### config.mk
export PLATFORM = sky130hd
export DESIGN_NAME = regfile_32
export DESIGN_NICKNAME = d
export VERILOG_FILES = /design/src/rtl/regfile_32.sv
export SDC_FILE = /design/constraint.sdc
export NUM_CORES = 2
export LEC_CHECK = 0
export CAP_MARGIN = 20
export CELL_PAD_IN_SITES_DETAIL_PLACEMENT = 1
export CELL_PAD_IN_SITES_GLOBAL_PLACEMENT = 1
export CORE_UTILIZATION = 30
export DETAILED_ROUTE_END_ITERATION = 8
export HOLD_SLACK_MARGIN = 0.03
export PLACE_DENSITY = 0.52
export SLEW_MARGIN = 5
export SYNTH_ARGS = -nofsm -noshare
export SYNTH_HDL_FRONTEND = slang
export SYNTH_HIERARCHICAL = 1
export SYNTH_SLANG_ARGS = --single-unit
export TNS_END_PERCENT = 50
### constraint.sdc
create_clock -name clk -period 2.62 [get_ports clk]
set_clock_uncertainty 0.2 [all_clocks]
set_input_delay 0.393 -clock clk [delete_from_list [all_inputs] [get_ports clk]]
set_output_delay 0.393 -clock clk [all_outputs]
set_load 0.05 [all_outputs]
### src/rtl/regfile_32.sv
// MIPS 32x32 register file: two async read ports, one sync write port, debug read, write counter.
// Optional write-to-read forwarding on the operand ports when REGFILE_BYPASS_EN is defined.

module regfile_32_reg #(
  parameter int DATA_W = 32
) (
  input  logic              clk,
  input  logic              rst_n,
  input  logic              we,
  input  logic [DATA_W-1:0] d,
  output logic [DATA_W-1:0] q
);
  always_ff @(posedge clk or negedge rst_n) begin
    if (!rst_n)  q <= '0;
    else if (we) q <= d;
  end
endmodule

module regfile_32 #(
  parameter int DATA_W = 32,
  parameter int ADDR_W = 5
) (
  input  logic              clk,
  input  logic              rst_n,
  input  logic              reg_write,
  input  logic [ADDR_W-1:0] read_reg1,
  input  logic [ADDR_W-1:0] read_reg2,
  input  logic [ADDR_W-1:0] write_reg,
  input  logic [DATA_W-1:0] write_data,
  output logic [DATA_W-1:0] read_data1,
  output logic [DATA_W-1:0] read_data2,
  input  logic [ADDR_W-1:0] dbg_addr,
  output logic [DATA_W-1:0] dbg_data,
  output logic [31:0]       wr_count
);
  localparam int NREG = 2**ADDR_W;

  logic [NREG-1:0][DATA_W-1:0] regs;
  logic                        wr_en;

  assign wr_en = reg_write && (write_reg != '0);

  // $zero has no storage; entry 0 is a constant so every read path sees 0 for free
  assign regs[0] = '0;

  for (genvar i = 1; i < NREG; i++) begin : g_reg
    regfile_32_reg #(.DATA_W(DATA_W)) u_reg (
      .clk   (clk),
      .rst_n (rst_n),
      .we    (reg_write && (write_reg == ADDR_W'(i))),
      .d     (write_data),
      .q     (regs[i])
    );
  end

  always_ff @(posedge clk or negedge rst_n) begin
    if (!rst_n)     wr_count <= '0;
    else if (wr_en) wr_count <= wr_count + 32'd1;
  end

  assign dbg_data = regs[dbg_addr];

`ifdef REGFILE_BYPASS_EN
  // forwarding is masked during reset so the outputs stay at 0 while rst_n is low
  logic fwd1, fwd2;
  assign fwd1 = rst_n && wr_en && (write_reg == read_reg1);
  assign fwd2 = rst_n && wr_en && (write_reg == read_reg2);
  assign read_data1 = fwd1 ? write_data : regs[read_reg1];
  assign read_data2 = fwd2 ? write_data : regs[read_reg2];
`else
  assign read_data1 = regs[read_reg1];
  assign read_data2 = regs[read_reg2];
`endif

endmodule

### Yosys cells after proc, flatten, opt, wreduce, memory -nomap -nowiden

Index checks and enable logic that the tools add are counted.

* eq/ne operators: 31
* add/sub/neg operators: 1
* multiplexer cells: 6
* reductions and logical operators: 33
* $lt $le $gt $ge: 3

Operator list (count)
* $bmux 32 s5: 3
* $mux 32: 3
* $eq 5x5->1 const B: 16
* $eq 5x4->1 const B: 8
* $add 32x1->32 const B: 1
* $logic_and 1x1->1: 32
* $eq 5x3->1 const B: 4
* $lt 5x6->1 const B: 3
* $eq 5x2->1 const B: 2
* $eq 5x1->1 const B: 1
* $reduce_bool 5->1: 1

* output and inout port bits: 128
* register bits after elaboration: 1024

### Longest topological paths before layout

* word-level depth: 2
* gate-level depth with buffers: 9
* depth with buffers taken out: 5

### By module

Netlist, hierarchy kept.

By module, submodules not included
* regfile_32_reg: instances 31, area each 1345.0 um2, cells an instance 68, sequential area each 800.8 um2
* regfile_32: instances 1, area each 25623.3 um2, cells an instance 2344, sequential area each 800.8 um2

### Least setup slack after synthesis

Ideal clock, no wire load.

* path kind: input-to-output
* start: input port read_reg2[0]
* end: output port read_data2[0]
* data required time: 2.027 ns
* stages: 9
* path slack: -0.684 ns
* buffers on the path: 5
* arrival: 2.711 ns
* path through: buf_2 > buf_6 > buf_4 > buf_4 > buf_4 > mux2i_1 > o221ai_1 > nand2_1 > o21ai_0

* cells in the longest elaborated chain, start to end: 2

RTL lines
* start: declaration: RTL line 27 `input logic [ADDR_W-1:0] read_reg2,`
* $bmux 32 s5: RTL line 72 `assign read_data2 = regs[read_reg2];`
* $mux 32 (not written as such): RTL line 72
* end: declaration: RTL line 31 `output logic [DATA_W-1:0] read_data2,`

No other way between the ends. The select of a mux whose other input is x is not followed.

### Worst setup path after layout

* start: register g_reg[26].u_reg.q[6]
* end: output port read_data1[6]

* cells in the longest elaborated chain, start to end: 2

RTL lines
* start: declaration: RTL line 11 `output logic [DATA_W-1:0] q`
* start signal: assignment: RTL line 14 `if (!rst_n) q <= '0;`
* start signal: assignment: RTL line 15 `else if (we) q <= d;`
* $bmux 32 s5: RTL line 71 `assign read_data1 = regs[read_reg1];`
* $mux 32 (not written as such): RTL line 71
* end: declaration: RTL line 30 `output logic [DATA_W-1:0] read_data1,`

No other way between the ends. The select of a mux whose other input is x is not followed.

==> run metrics <==
Pint 41680 uW; Net Count, Synth 4508; GRT Resource Usage Total 23.92%; RSZ-0062 raised after global routing yes; H-tree depth 4; sw frac 31.47%; CTS Buffer Depth 3; GP Congestion 0.8678; Hold Worst Slack 0.2744 ns; crit path max fanout 4; root buffer cell clkbuf_16; startpoint types flop; Setup-failing EPs final 96; Post-Syn Instances 4452; Post-route DRC 0; dominant cells by area after synthesis dfrtp_1, mux2_4, mux4_2, mux2_2, mux2i_1; Port Buffers 182; pwr/cell area 711.0 nW/um^2; Syn-to-layout area delta 27.07%; violated checks setup timing; chip height 475.7 um; fin crit period 3.204 ns; DR vias 45760; vias in the first global route 49670; EDFF count, synth 0; clock latency at the later pin of the worst-skew pair 0.80 ns; Clk pwr share 32.1%; asr flop ratio synth 100.0%; Initial DRC Count 3647; Combinational Power Share 31.3%; CTS tree yes; final core occ 38.44%; worst slew pin tran 0.6661 ns; WP data required 2.03 ns; Initial Util 30.25%; Vias/cell 5.596; DP Wirelength 189300 um; Synth top area share 38.06%; cell taking the most area after synthesis dfrtp_1; Worst EP arrival 2.61 ns; PnR Total Power 60830 uW; Cell Rows 173; outcome finished, violations left; Psw 19140 uW; die area 226300 um^2; Post-synth top cells dfrtp_1, mux2_4, mux4_2; WL/cell 32.85 um; initial antenna violation count 3; Total Wirelength 268700 um; CP Class reg -> out; Area after DPL 79340 um^2; CP Capture Type output port; antenna viol nets, final 0; relative slew slack 55.44%; layout cell share with drive strength beyond 1 59.55%; global-route wire length before repair 389600 um; worst vdd ir 0.6948 mV; largest net degree at the start of global routing 72; count leader, synth dfrtp_1; final setup TNS -42.93 ns; CTS sink count 1024; max-cap viol count 0; total number of yosys warnings 6; nets 5150; post-synthesis cell type count 41; Fmax achieved 0.3121 GHz; Synth Register Bits 1024; total gr overflow 0; sequential area share after synthesis 38.06%; Min-Delay Path Class reg -> reg; Die X 475.7 um; clk slew on worst S/H paths 0.06 ns; fin worst setup slack -0.5841 ns; Top-Level Pins 183; final hold vios 0; Slew Viols, Final 0; period utilization 122.3%; Netlist Area Pre-Place 67320 um^2; Core Area 222500 um^2; CTS Buf Count 131; mean post-synth cell area 15.12 um^2; proportion of power drawn by flip-flops and latches 36.7%; Post-synth top flop dfrtp_1; fin area 85540 um^2; Leakage Power 0.03616 uW; First-pass DRT Iterations 5
[per-layer routing]
metal | vias to the layer above | wire length, um | GRT usage (%)
met1 | 25280 | 118500 | 32.73
met5 | - | 0 | 0
li1 | 18800 | - | -
met4 | 0 | 8809 | 7.777
met2 | 1295 | 130500 | 39.17
met3 | 383 | 10840 | 2.896
[worst max-delay path: stages (launching register included)]
cell,delay [ns]
dfrtp_1,0.41
mux4_2,0.47
a22o_1,0.24
o21ai_2,0.24
buf_4,0.17
o21ai_4,0.09
buf_12,0.18
[per-stage QoR]
stage | setup slack [ns] | instances
6_report | -0.5841 | 8178
5_1_grt | -0.6701 | 8178
4_1_cts | -0.6526 | 8144
3_5_place_dp | -0.7131 | 7865
3_3_place_gp | -0.7027 | 7865
2_1_floorplan | -0.04862 | 4452
[area by class of cell]
class                      count  area, um^2
antenna                        2       5.005
clock buffer                 190        3906
clock inverter                50       678.2
fill                       22570      137000
inverter                       7       26.28
multi-input combinational   2977       40000
sequential                  1024       25630
tap                         2975        3722
timing repair buffer         953       11580
[power by group through the flow]
stage	sequential, uW	combinational, uW	clock [uW]
after floorplan	21400	12200	0
after global placement	22200	17900	0
after detailed placement	22400	18100	0
after CTS	22200	18800	19900
after global routing	22700	20000	20500
final	22300	19000	19500
[path summary, 6_finish.rpt]
kind / start / to / slack [ns] / cells after the start
max: g_reg[26].u_reg/q[6]$_DFFE_PN0P_ / read_data1[6] / -0.58 / 6
min: wr_count[31]$_DFFE_PN0P_ / wr_count[31]$_DFFE_PN0P_ / 0.27 / 1
max reg2reg: wr_count[3]$_DFFE_PN0P_ / wr_count[31]$_DFFE_PN0P_ / 0.39 / 6
min reg2reg: wr_count[31]$_DFFE_PN0P_ / wr_count[31]$_DFFE_PN0P_ / 0.27 / 1
max in group asynchronous: rst_n / g_reg[27].u_reg/q[5]$_DFFE_PN0P_ / 1.34 / 4
min in group asynchronous: rst_n / g_reg[8].u_reg/q[16]$_DFFE_PN0P_ / 0.32 / 3
[state kept, by name, indices dropped and copies added, names as in the netlist]
| register | cells |
|---|---|
| wr_count | 32 |
| g.u_reg/q | 992 |
[kinds of logic (layout without fill, tap and decap cells)]
kind of cell	count (synthesis)	in the layout	share of synthesized area (%)
mux	1952	1952	47.06
flops	1024	1024	38.06
compound gates	674	674	7.018
buf+inv	451	1200	5.433
simple gates	319	319	2.007
xor+xnor	31	31	0.4033
fa+ha+maj	1	1	0.01858
other cells	0	2	0
[layout by cell type (no fill, tap or decap), drive strengths merged, types with 96 or more instances in the layout]
| cell | netlist | layout |
|---|---|---|
| mux2i | 224 | 224 |
| buf | 270 | 882 |
| dfrtp | 1024 | 1024 |
| a22oi | 96 | 96 |
| mux4 | 576 | 576 |
| clkbuf | 174 | 190 |
| o21ai | 192 | 192 |
| a22o | 192 | 192 |
| mux2 | 1152 | 1152 |
| nand2 | 180 | 180 |
[timing repair]
item / 4_1_cts / 5_1_grt
hold buffers: 2 / 0
endpoints found under the setup margin: 128 / 96
hold endpoints to repair: 896 / 0
gates resized for setup: 248 / 67
pin swaps: 164 / 54
buffers inserted: 49 / 32
Power figures use the tool's default switching activity.
